File: src/rtl/serial_adder_pkg.sv
// ---------------------------------------------------------------
// serial_adder_pkg : shared FSM state type and default width
// Rev 1.0
// ---------------------------------------------------------------
`default_nettype none

package serial_adder_pkg;

  localparam int DEFAULT_WIDTH = 8;

  typedef enum logic [1:0] {
    ST_IDLE = 2'd0,
    ST_RUN  = 2'd1,
    ST_DONE = 2'd2
  } state_t;

endpackage

`default_nettype wire

File: src/rtl/serial_adder_if.sv
// ---------------------------------------------------------------
// serial_adder_if : start/operand request and result bundle
// Rev 1.0
// ---------------------------------------------------------------
`default_nettype none

interface serial_adder_if
  import serial_adder_pkg::*;
#(
  parameter int WIDTH = DEFAULT_WIDTH
) ();

  logic             start;
  logic [WIDTH-1:0] a;
  logic [WIDTH-1:0] b;
  logic             ready;
  logic             busy;
  logic             done;
  logic [WIDTH-1:0] sum;
  logic             carry_out;

  modport master (
    output start, a, b,
    input  ready, busy, done, sum, carry_out
  );

  modport slave (
    input  start, a, b,
    output ready, busy, done, sum, carry_out
  );

endinterface

`default_nettype wire

File: src/rtl/full_adder.sv
// ---------------------------------------------------------------
// full_adder : two cascaded half adders with the carries OR-ed
// Rev 1.0
// ---------------------------------------------------------------
`default_nettype none

module full_adder (
  input  logic in1,
  input  logic in2,
  input  logic carry_in,
  output logic sum,
  output logic carry
);

  logic w_s0;
  logic w_c0;
  logic w_c1;

  half_adder u_ha0 (
    .in1   (in1),
    .in2   (in2),
    .sum   (w_s0),
    .carry (w_c0)
  );

  half_adder u_ha1 (
    .in1   (w_s0),
    .in2   (carry_in),
    .sum   (sum),
    .carry (w_c1)
  );

  assign carry = w_c0 | w_c1;

endmodule

`default_nettype wire

File: src/rtl/half_adder.sv
// ---------------------------------------------------------------
// half_adder : one-bit sum and carry of two inputs
// Rev 1.0
// ---------------------------------------------------------------
`default_nettype none

module half_adder (
  input  logic in1,
  input  logic in2,
  output logic sum,
  output logic carry
);

  assign sum   = in1 ^ in2;
  assign carry = in1 & in2;

endmodule

`default_nettype wire

File: src/rtl/serial_adder.sv
// ---------------------------------------------------------------
// serial_adder : bit-serial WIDTH-bit adder, one bit per clock
// Rev 1.0
// ---------------------------------------------------------------
`default_nettype none

module serial_adder
  import serial_adder_pkg::*;
#(
  parameter int WIDTH = DEFAULT_WIDTH
) (
  input  logic           clk,
  input  logic           rst,
  serial_adder_if.slave  bus
);

  localparam int CNT_W = $clog2(WIDTH) + 1;

  state_t           state_q, state_d;
  logic [WIDTH-1:0] a_q, a_d;
  logic [WIDTH-1:0] b_q, b_d;
  logic [WIDTH-1:0] sum_q, sum_d;
  logic             carry_q, carry_d;
  logic [CNT_W-1:0] cnt_q, cnt_d;

  logic fa_sum;
  logic fa_carry;

  full_adder u_fa (
    .in1      (a_q[0]),
    .in2      (b_q[0]),
    .carry_in (carry_q),
    .sum      (fa_sum),
    .carry    (fa_carry)
  );

  always_ff @(posedge clk or posedge rst) begin
    if (rst) begin
      state_q <= ST_IDLE;
      a_q     <= '0;
      b_q     <= '0;
      sum_q   <= '0;
      carry_q <= 1'b0;
      cnt_q   <= '0;
    end else begin
      state_q <= state_d;
      a_q     <= a_d;
      b_q     <= b_d;
      sum_q   <= sum_d;
      carry_q <= carry_d;
      cnt_q   <= cnt_d;
    end
  end

  always_comb begin
    state_d = state_q;
    a_d     = a_q;
    b_d     = b_q;
    sum_d   = sum_q;
    carry_d = carry_q;
    cnt_d   = cnt_q;
    case (state_q)
      ST_IDLE: begin
        if (bus.start) begin
          a_d     = bus.a;
          b_d     = bus.b;
          carry_d = 1'b0;
          cnt_d   = '0;
          state_d = ST_RUN;
        end
      end
      ST_RUN: begin
        // Sum fills from the MSB so bit 0 lands in place after WIDTH shifts
        sum_d   = {fa_sum, sum_q[WIDTH-1:1]};
        carry_d = fa_carry;
        a_d     = {1'b0, a_q[WIDTH-1:1]};
        b_d     = {1'b0, b_q[WIDTH-1:1]};
        cnt_d   = cnt_q + CNT_W'(1);
        if (cnt_q == CNT_W'(WIDTH - 1)) begin
          state_d = ST_DONE;
        end
      end
      ST_DONE: begin
        state_d = ST_IDLE;
      end
      default: begin
        state_d = ST_IDLE;
      end
    endcase
  end

  assign bus.ready     = (state_q == ST_IDLE);
  assign bus.busy      = (state_q == ST_RUN);
  assign bus.done      = (state_q == ST_DONE);
  assign bus.sum       = sum_q;
  assign bus.carry_out = carry_q;

endmodule

`default_nettype wire

File: src/flat_wrapper.sv
// flat-port wrapper written by rule: the top's interface ports become plain ports
module serial_adder_flat import serial_adder_pkg::*;
#(
  parameter int WIDTH = DEFAULT_WIDTH
)
  (clk, rst, bus_start, bus_a, bus_b, bus_ready, bus_busy, bus_done, bus_sum, bus_carry_out);
  serial_adder_if #(.WIDTH(WIDTH)) bus_i ();
  input  logic clk;
  input  logic rst;
  input wire logic [$bits(bus_i.start)-1:0] bus_start;
  input wire logic [$bits(bus_i.a)-1:0] bus_a;
  input wire logic [$bits(bus_i.b)-1:0] bus_b;
  output wire logic [$bits(bus_i.ready)-1:0] bus_ready;
  output wire logic [$bits(bus_i.busy)-1:0] bus_busy;
  output wire logic [$bits(bus_i.done)-1:0] bus_done;
  output wire logic [$bits(bus_i.sum)-1:0] bus_sum;
  output wire logic [$bits(bus_i.carry_out)-1:0] bus_carry_out;
  assign bus_i.start = bus_start;
  assign bus_i.a = bus_a;
  assign bus_i.b = bus_b;
  assign bus_ready = bus_i.ready;
  assign bus_busy = bus_i.busy;
  assign bus_done = bus_i.done;
  assign bus_sum = bus_i.sum;
  assign bus_carry_out = bus_i.carry_out;
  serial_adder #(.WIDTH(WIDTH)) u_core (.clk(clk), .rst(rst), .bus(bus_i));
endmodule
File: config.mk
export PLATFORM = sky130hd
export DESIGN_NAME = serial_adder_flat
export DESIGN_NICKNAME = d
export VERILOG_FILES = /design/src/rtl/serial_adder_pkg.sv /design/src/rtl/serial_adder_if.sv /design/src/rtl/full_adder.sv /design/src/rtl/half_adder.sv /design/src/rtl/serial_adder.sv /design/src/flat_wrapper.sv
export SDC_FILE = /design/constraint.sdc
export NUM_CORES = 1
export LEC_CHECK = 0
export ABC_AREA = 1
export BUFFER_PORTS_ARGS = -buffer_cell sky130_fd_sc_hd__buf_4
export CAP_MARGIN = 20
export CORE_UTILIZATION = 50
export DETAILED_ROUTE_END_ITERATION = 16
export PLACE_DENSITY = 0.81
export RECOVER_POWER = 50
export SYNTH_ARGS = -nofsm -noshare
export SYNTH_HDL_FRONTEND = slang
export SYNTH_SLANG_ARGS = --single-unit
File: constraint.sdc
create_clock -name clk -period 1.4 [get_ports clk]
set_clock_uncertainty 0.1 [all_clocks]
set_input_delay 0.28 -clock clk [delete_from_list [all_inputs] [get_ports clk]]
set_output_delay 0.28 -clock clk [all_outputs]
set_load 0.01 [all_outputs]
==> flow_metrics.py, run 1 <==
metrics = {
    "outcome": {
        "status": "finished, violations left",
        "violations": "setup timing",
    },
    "detailed_routing": {
        "via_per_inst": 5.18,
        "antenna_left": 0,
        "dr.pass1.iters": 5,
        "drt_iter0_drc": 26,
        "drc": 0,
        "drt-total-wl_mm": 2.75,
        "vias": 1180,
        "wl_per_cell_um": 12.1,
    },
    "setup_path": {
        "path_buf_inv": 2,
        "cp_data_required_time_ns": 1.02,
        "ff2ff_setup_slack_ns": 0.03,
        "crit_family": "flip-flops",
        "critPathLaunchType": "flip-flop",
        "crit_type": "reg -> out",
        "max_stage_delay_ns": 0.41,
        "arrival_ns": 1.06,
        "cp_slowest_cell": "dfrtp_1",
        "path_cells": "buf_6 -> nor2_1 -> buf_4",
        "worstPathMaxFanout": 3,
        "end_kind": "output pin",
    },
    "grt": {
        "grt_use_total_pct": 22.3,
        "overflow": 0,
        "grt_max_degree": 32,
        "grt_pass1_vias": 1026,
        "antenna_found_initial": 0,
        "grt_pass1_wl_mm": 4.51,
    },
    "place": {
        "dp.cells": 216,
        "finalWeightedCongestion": 0.830,
        "port_buffers": 30,
        "hpwl_mm": 1.83,
        "pre_cts_ws_ns": 0.0894,
    },
    "clock_tree": {
        "clock_sinks": 31,
        "clock_latency_ns": 0.33,
        "tritoncts": "done",
        "root_buffer": "clkbuf_4",
        "clockBufferDepth": 2,
        "htreeDepth": 2,
        "clk_pin_slew_worst_paths_ns": 0.10,
        "numCtsBuffers": 5,
    },
    "sta": {
        "finalCritPeriodShare_pct": 103,
        "timing.final.ws_setup_ns": -0.0399,
        "worst_pin_slew_ns": 0.664,
        "finalSetupViolCount": 3,
        "slew_viol_final": 0,
        "fmax_mhz": 694,
        "rsz0062_at_grt": "true",
        "min_period_ns": 1.44,
        "relSlewSlack_pct": 55.7,
        "whs_ns": 0.0502,
        "hold_viol": 0,
    },
    "floorplan": {
        "start_util_pct": 54.4,
        "fp-row-count": 18,
        "fp.dieH_um": 54.6,
        "num_io_pins": 31,
        "fp.coreArea_um2": 2540,
        "die_area_um2": 2980,
        "dieWidth_um": 54.6,
    },
    "finish": {
        "final_layout_size_suffix_gt1_share_pct": 25.8,
        "layout.cells.non_filler": 228,
        "layout_common_cells": "nand2_1 (61), nand3_1 (35), buf_4 (32)",
        "fin_nets": 218,
        "diodes": 0,
        "final_common_cell": "nand2_1",
        "area_growth_pct": 25.1,
    },
    "power": {
        "ir_worst_vdd_mv": 1.43,
        "leakage_nw": 0.902,
        "total_power_mw": 3.53,
        "p_per_area_nw_per_um2": 2040,
    },
    "synth": {
        "synth_seq_area_share_pct": 56.0,
        "synth_top_family_by_area": "simple AND/OR/NAND/NOR gates",
        "yosys.area_share.adder_pct": 2.35,
        "synth_compound_area_share_pct": 2.26,
        "synthCells": 159,
        "syn_nets": 180,
        "ys_ff_latch": 31,
        "synth.cell_area_um2": 1390,
        "synth_simple_gate_area_share_pct": 33.2,
        "post_synth.cell_area_avg_um2": 8.71,
        "synth_mux_area_share_pct": 0,
        "synthXorXnorAreaFrac_pct": 0,
        "ys_types": 20,
        "yosys_warnings": 0,
    },
    "job": {
        "max_cap_violations": 0,
    },
    "min_path": {
        "hp-class": "in -> reg",
    },
}
[through the flow]
step | util, % | instance area, um^2 | setup TNS, ns
floorplan | - | 1390 | 0
global placement | 64.1 | 1630 | 0
detailed placement | 64.1 | 1630 | 0
CTS | 67.3 | 1710 | -0.128
global route | 68.1 | 1730 | -0.321
finish | 68.1 | 1730 | -0.0908
[metal layers]
layer	up-vias	wire [um]	part of all wire [%]	GRT usage [%]
li1	591	-	-	-
met1	550	1190	43	28.7
met2	34	1370	50	33.7
met3	5	149	5.4	6.39
met4	0	42	1.5	11.5
met5	-	0	0	0
[cell type report]
type / instances / area (um^2)
Sequential cell: 31 / 776
Fill cell: 224 / 812
Clock inverter: 1 / 5.00
Clock buffer: 7 / 45.0
Tap cell: 30 / 37.5
Timing Repair Buffer: 39 / 313
Multi-Input combinational cell: 113 / 526
Inverter: 7 / 31.3
[state kept, by name, indices dropped and copies added (netlist names)]
name / cells
u_core.bus.carry_out: 1
u_core.state_q: 2
u_core.cnt_q: 4
u_core.bus.sum: 8
u_core.b_q: 8
u_core.a_q: 8
[logic make-up after synthesis]
family / after synthesis
and+or+nand+nor: 105
buffers and inverters: 15
DFF: 31
AOI/OAI and AO/OA: 6
adders and majority gates: 2
[final timing paths]
| kind | startpoint | endpoint | depth (start not counted) |
|---|---|---|---|
| min reg2reg | u_core.bus.sum[0]$_DFFE_PP0P_ | u_core.bus.sum[0]$_DFFE_PP0P_ | 2 |
| min in group asynchronous | rst | u_core.b_q[5]$_DFFE_PP0P_ | 4 |
| max in group asynchronous | rst | u_core.a_q[7]$_DFFE_PP0P_ | 4 |
| min | bus_a[7] | u_core.a_q[7]$_DFFE_PP0P_ | 3 |
| max reg2reg | u_core.state_q[1]$_DFFE_PP0P_ | u_core.cnt_q[0]$_DFFE_PP0P_ | 5 |
| max | u_core.state_q[0]$_DFFE_PP0P_ | bus_ready | 3 |
[cell usage after synthesis (all sizes together)]
cell type,count,share of area (%)
a21oi,1,0.36
buf,8,4.0
clkinv,1,0.63
dfrtp,31,56
fa,1,1.4
ha,1,0.90
inv,6,1.6
nand2,63,17
nand3,35,13
nand4,1,0.45
nor2,5,1.9
nor3,1,0.72
o21ai,4,1.4
o22ai,1,0.45
[where the power goes]
group	switching [mW]	internal, mW
Sequential	0.264	1.27
Combinational	0.845	0.665
Clock	0.292	0.195
[tightest hold or removal path: stages]
cell	delay, ns
buf_4	0.08
nand2_1	0.04
nand2_1	0.04
[timing repair]
action	CTS	global route
setup buffers	2	1
pin swaps	2	1
endpoints found under the setup margin	3	13
hold endpoints to repair	31	0
hold buffers	1	0
gates resized for setup	2	1
No activity file was read; power rests on OpenSTA's default activity.
==> run 2, diff against run 1 <==
--- a/config.mk
+++ b/config.mk
@@ -11,7 +11,7 @@
 export CORE_UTILIZATION = 50
 export DETAILED_ROUTE_END_ITERATION = 16
 export PLACE_DENSITY = 0.81
-export RECOVER_POWER = 50
+export RECOVER_POWER = 100
 export SYNTH_ARGS = -nofsm -noshare
 export SYNTH_HDL_FRONTEND = slang
 export SYNTH_SLANG_ARGS = --single-unit
==> flow_metrics.py, run 2 (synthesis gave the netlist of run 1 again) <==
metrics = {
    "outcome": {
        "status": "finished, violations left",
        "violations": "setup timing",
    },
    "sta": {
        "relSlewSlack_pct": 55.8,
        "hold_viol": 0,
        "worst_pin_slew_ns": 0.663,
        "timing.final.ws_setup_ns": -0.0400,
        "slew_viol_final": 0,
        "rsz0062_at_grt": "true",
        "fmax_mhz": 694,
        "finalSetupViolCount": 3,
        "min_period_ns": 1.44,
        "finalCritPeriodShare_pct": 103,
    },
    "setup_path": {
        "path_buf_inv": 2,
        "cp_data_required_time_ns": 1.02,
        "crit_family": "flip-flops",
        "arrival_ns": 1.06,
        "crit_type": "reg -> out",
        "path_cells": "buf_6 -> nor2_1 -> buf_4",
        "max_stage_delay_ns": 0.41,
        "cp_slowest_cell": "dfrtp_1",
        "worstPathMaxFanout": 3,
        "critPathLaunchType": "flip-flop",
        "end_kind": "output pin",
    },
    "floorplan": {
        "dieWidth_um": 54.6,
        "start_util_pct": 54.4,
        "die_area_um2": 2980,
        "fp-row-count": 18,
        "num_io_pins": 31,
        "fp.coreArea_um2": 2540,
        "fp.dieH_um": 54.6,
    },
    "power": {
        "p_per_area_nw_per_um2": 2020,
        "leakage_nw": 0.866,
        "ir_worst_vdd_mv": 1.44,
    },
    "detailed_routing": {
        "drt-total-wl_mm": 2.75,
        "drc": 0,
        "dr.pass1.iters": 5,
        "wl_per_cell_um": 12.0,
        "via_per_inst": 5.23,
        "vias": 1193,
        "antenna_left": 0,
        "drt_iter0_drc": 31,
    },
    "place": {
        "pre_cts_ws_ns": 0.0894,
        "hpwl_mm": 1.83,
        "port_buffers": 30,
        "dp.cells": 216,
        "finalWeightedCongestion": 0.830,
    },
    "clock_tree": {
        "root_buffer": "clkbuf_4",
        "numCtsBuffers": 5,
        "tritoncts": "done",
        "clk_pin_slew_worst_paths_ns": 0.09,
        "clockBufferDepth": 2,
        "clock_sinks": 31,
        "clock_latency_ns": 0.33,
        "htreeDepth": 2,
    },
    "finish": {
        "area_growth_pct": 22.7,
        "layout.cells.non_filler": 228,
        "seq_area_um2": 776,
        "fin_nets": 218,
        "layout_common_cells": "nand2_1 (61), nand3_1 (35), dfrtp_1 (31)",
        "final_layout_size_suffix_gt1_share_pct": 21.2,
        "diodes": 0,
        "final_common_cell": "nand2_1",
        "multiInputGateArea_um2": 526,
        "n_fill_cell": 236,
    },
    "job": {
        "max_cap_violations": 0,
    },
    "min_path": {
        "hp-class": "in -> reg",
    },
    "grt": {
        "grt_pass1_wl_mm": 4.51,
        "grt_max_degree": 32,
        "overflow": 0,
        "antenna_found_initial": 0,
        "grt_use_total_pct": 22.3,
        "grt_pass1_vias": 1026,
    },
}
## run 2: power breakdown
| group | switching (mW) | internal [mW] | total, mW |
|---|---|---|---|
| registers | 0.261 | 1.27 | 1.53 |
| clock network | 0.291 | 0.195 | 0.486 |
| logic | 0.849 | 0.574 | 1.42 |
| total | 1.40 | 2.04 | 3.44 |
## run 2: what timing repair did
| item | in CTS | in global routing |
|---|---|---|
| setup endpoints to repair | 3 | 13 |
| gates resized for setup | 2 | 1 |
| hold endpoints to repair | 31 | 0 |
| pin swaps | 2 | 1 |
| hold buffers | 1 | 0 |
| setup buffers | 2 | 1 |
## run 2: path summary, 6_finish.rpt
kind,from,end,slack [ns],depth (start not counted)
max,u_core.state_q[0]$_DFFE_PP0P_,bus_ready,-0.04,3
max in group asynchronous,rst,u_core.a_q[7]$_DFFE_PP0P_,0.20,4
min,bus_a[7],u_core.a_q[7]$_DFFE_PP0P_,0.05,3
max reg2reg,u_core.state_q[1]$_DFFE_PP0P_,u_core.cnt_q[0]$_DFFE_PP0P_,0.02,7
min reg2reg,u_core.bus.sum[0]$_DFFE_PP0P_,u_core.bus.sum[0]$_DFFE_PP0P_,0.38,2
min in group asynchronous,rst,u_core.cnt_q[3]$_DFFE_PP0P_,0.58,4
## run 2: layout make-up
class / count / area share (%)
Sequential cell: 31 / 45.7
Multi-Input combinational cell: 113 / 30.9
Timing Repair Buffer: 39 / 16.4
Clock buffer: 7 / 2.65
Tap cell: 30 / 2.21
Inverter: 7 / 1.84
Clock inverter: 1 / 0.295
## run 2: through the flow
step           utilization, %  area (um^2)  power, mW  hold slack [ns]  setup TNS, ns
6_report                 66.8         1700       3.44           0.0486        -0.0900
5_1_grt                  66.8         1700       3.73           0.0433         -0.318
4_1_cts                  67.3         1710       3.51           0.0396         -0.128
3_5_place_dp             64.1         1630       2.96            0.286              0
3_3_place_gp             64.1         1630       2.89            0.284              0
2_1_floorplan               -         1390       2.50            0.284              0
## run 2: worst register-to-register path, stage by stage (launching register included)
cell and delay [ns]:
dfrtp_1 0.40, inv_2 0.09, nand2_2 0.07, clkinv_4 0.05, buf_6 0.16, clkbuf_4 0.23, nor2_1 0.06, a21oi_1 0.14
## run 2: layer usage
layer | part of all wire [%] | vias up | global-route usage, % | routed length, um
met2 | 49 | 32 | 33.7 | 1330
met4 | 1.5 | 0 | 11.5 | 42
met5 | 0 | - | 0 | 0
met3 | 5.6 | 5 | 6.39 | 153
met1 | 44 | 562 | 28.7 | 1220
li1 | - | 594 | - | -
==> run 3, diff against run 2 <==
--- a/config.mk
+++ b/config.mk
@@ -8,10 +8,12 @@
 export ABC_AREA = 1
 export BUFFER_PORTS_ARGS = -buffer_cell sky130_fd_sc_hd__buf_4
 export CAP_MARGIN = 20
+export CORE_ASPECT_RATIO = 0.5
 export CORE_UTILIZATION = 50
 export DETAILED_ROUTE_END_ITERATION = 16
 export PLACE_DENSITY = 0.81
 export RECOVER_POWER = 100
+export SKIP_CTS_REPAIR_TIMING = 1
 export SYNTH_ARGS = -nofsm -noshare
 export SYNTH_HDL_FRONTEND = slang
 export SYNTH_SLANG_ARGS = --single-unit
==> flow_metrics.py, run 3 (synthesis gave the netlist of run 1 again) <==
metrics = {
    "sta": {
        "finalSetupTns_ns": -0.185,
        "timing.final.ws_setup_ns": -0.0803,
        "finalSetupViolCount": 3,
        "hold_viol": 0,
        "min_period_ns": 1.48,
        "slew_viol_final": 0,
        "relSlewSlack_pct": 51.1,
        "rsz0062_at_grt": "true",
        "worst_pin_slew_ns": 0.734,
        "fmax_mhz": 676,
        "finalCritPeriodShare_pct": 106,
    },
    "power": {
        "p_per_area_nw_per_um2": 2110,
        "ir_worst_vdd_mv": 0.995,
        "leakage_nw": 0.938,
        "total_power_mw": 3.88,
    },
    "floorplan": {
        "start_util_pct": 53.2,
        "fp-row-count": 13,
        "fp.coreArea_um2": 2600,
        "die_area_um2": 3000,
        "fp.dieH_um": 39.2,
        "num_io_pins": 31,
        "dieWidth_um": 76.4,
    },
    "detailed_routing": {
        "wl_per_cell_um": 12.2,
        "drt-total-wl_mm": 2.90,
        "dr.pass1.iters": 10,
        "drt_iter0_drc": 123,
        "antenna_left": 0,
        "drc": 2,
        "vias": 1210,
        "via_per_inst": 5.08,
    },
    "grt": {
        "grt_busiest_layer": "met2",
        "use_met1_pct": 23.5,
        "grt_use_met2_pct": 33.3,
        "grt.met3_usage_pct": 8.00,
        "grt_pass1_vias": 982,
        "overflow": 0,
        "grt_use_total_pct": 20.9,
        "antenna_found_initial": 0,
        "grt_pass1_wl_mm": 4.33,
        "grt_max_degree": 32,
    },
    "clock_tree": {
        "tritoncts": "done",
        "htreeDepth": 2,
        "clock_sinks": 31,
        "clockBufferDepth": 2,
        "clock_latency_ns": 0.29,
        "numCtsBuffers": 5,
        "root_buffer": "clkbuf_8",
        "clk_pin_slew_worst_paths_ns": 0.06,
    },
    "setup_path": {
        "cp_data_required_time_ns": 1.02,
        "path_cells": "inv_2 -> buf_6 -> nor2_4 -> buf_6",
        "ff2ff_setup_slack_ns": 0.07,
        "end_kind": "output pin",
        "crit_family": "flip-flops",
        "path_buf_inv": 3,
        "crit_type": "reg -> out",
        "timing.rr.start": "u_core.state_q[1]$_DFFE_PP0P_",
        "arrival_ns": 1.10,
        "crit_top_cell": "buf_6",
        "reg2reg_depth": 7,
        "worstPathMaxFanout": 2,
        "timing.rr.end": "u_core.a_q[5]$_DFFE_PP0P_",
        "max_stage_delay_ns": 0.41,
        "cp_slowest_cell": "dfrtp_1",
        "critPathLaunchType": "flip-flop",
    },
    "finish": {
        "diodes": 0,
        "layout_common_cells": "nand2_1 (61), nand3_1 (35), buf_4 (33)",
        "seq_area_um2": 777,
        "final_common_cell": "nand2_1",
        "fin_nets": 221,
        "area_growth_pct": 32.6,
        "n_fill_cell": 188,
        "final_layout_size_suffix_gt1_share_pct": 28.4,
        "design_area_um2": 1840,
        "multiInputGateArea_um2": 547,
    },
    "place": {
        "placed_cell_area_um2": 1640,
        "hpwl_mm": 1.78,
        "finalWeightedCongestion": 0.731,
        "pre_cts_ws_ns": 0.0922,
        "port_buffers": 30,
    },
    "min_path": {
        "hold_start": "bus_b[7]",
        "hold_depth": 3,
        "hold_end": "u_core.b_q[7]$_DFFE_PP0P_",
        "hp-class": "in -> reg",
    },
    "job": {
        "max_cap_violations": 0,
    },
    "outcome": {
        "violations": "DRC, setup timing",
        "status": "finished, violations left",
    },
}
## run 3: metal layers
| layer | vias up | share of wire, % |
|---|---|---|
| met5 | - | 0 |
| met4 | 0 | 2.7 |
| met3 | 10 | 4.6 |
| met2 | 32 | 46 |
| met1 | 573 | 47 |
| li1 | 595 | - |
## run 3: worst min-delay path, cell delays in order
cell and delay (ns):
buf_4 0.07, nand2_1 0.04, nand2_1 0.05
## run 3: worst max-delay path by stage
stage / slack, ns / depth (start not counted) / startpoint / end
final: -0.08 / 4 / u_core.state_q[1]$_DFFE_PP0P_ / bus_done
after global routing: -0.12 / 4 / u_core.state_q[1]$_DFFE_PP0P_ / bus_done
after CTS: -0.21 / 4 / u_core.state_q[1]$_DFFE_PP0P_ / bus_busy
after detailed placement: 0.09 / 6 / u_core.state_q[1]$_DFFE_PP0P_ / u_core.a_q[1]$_DFFE_PP0P_
after global placement: 0.15 / 5 / u_core.state_q[1]$_DFFE_PP0P_ / u_core.state_q[0]$_DFFE_PP0P_
after floorplan: 0.15 / 3 / u_core.bus.carry_out$_DFFE_PP0P_ / u_core.bus.sum[7]$_DFFE_PP0P_
## run 3: area by class of cell
class / instances / area share [%]
flip-flops and latches: 31 / 42.3
multi-input cells: 113 / 29.8
repair buffers: 41 / 18.5
clock buffers: 7 / 4.16
well taps: 37 / 2.52
inverters: 7 / 2.11
repair inverters: 1 / 0.341
clock inverters: 1 / 0.272
## run 3: per-stage QoR
step / instances / hold WS (ns) / util (%)
after CTS: 231 / -0.0201 / 66.1
final: 238 / 0.0912 / 70.6
after floorplan: 159 / 0.284 / -
after detailed placement: 223 / 0.289 / 63.0
after global routing: 238 / 0.0938 / 70.6
after global placement: 223 / 0.281 / 63.0
## run 3: power by group
group | total [mW] | internal, mW | switching (mW)
logic | 1.65 | 0.751 | 0.904
clock network | 0.675 | 0.348 | 0.327
registers | 1.55 | 1.27 | 0.280
total | 3.88 | 2.37 | 1.51
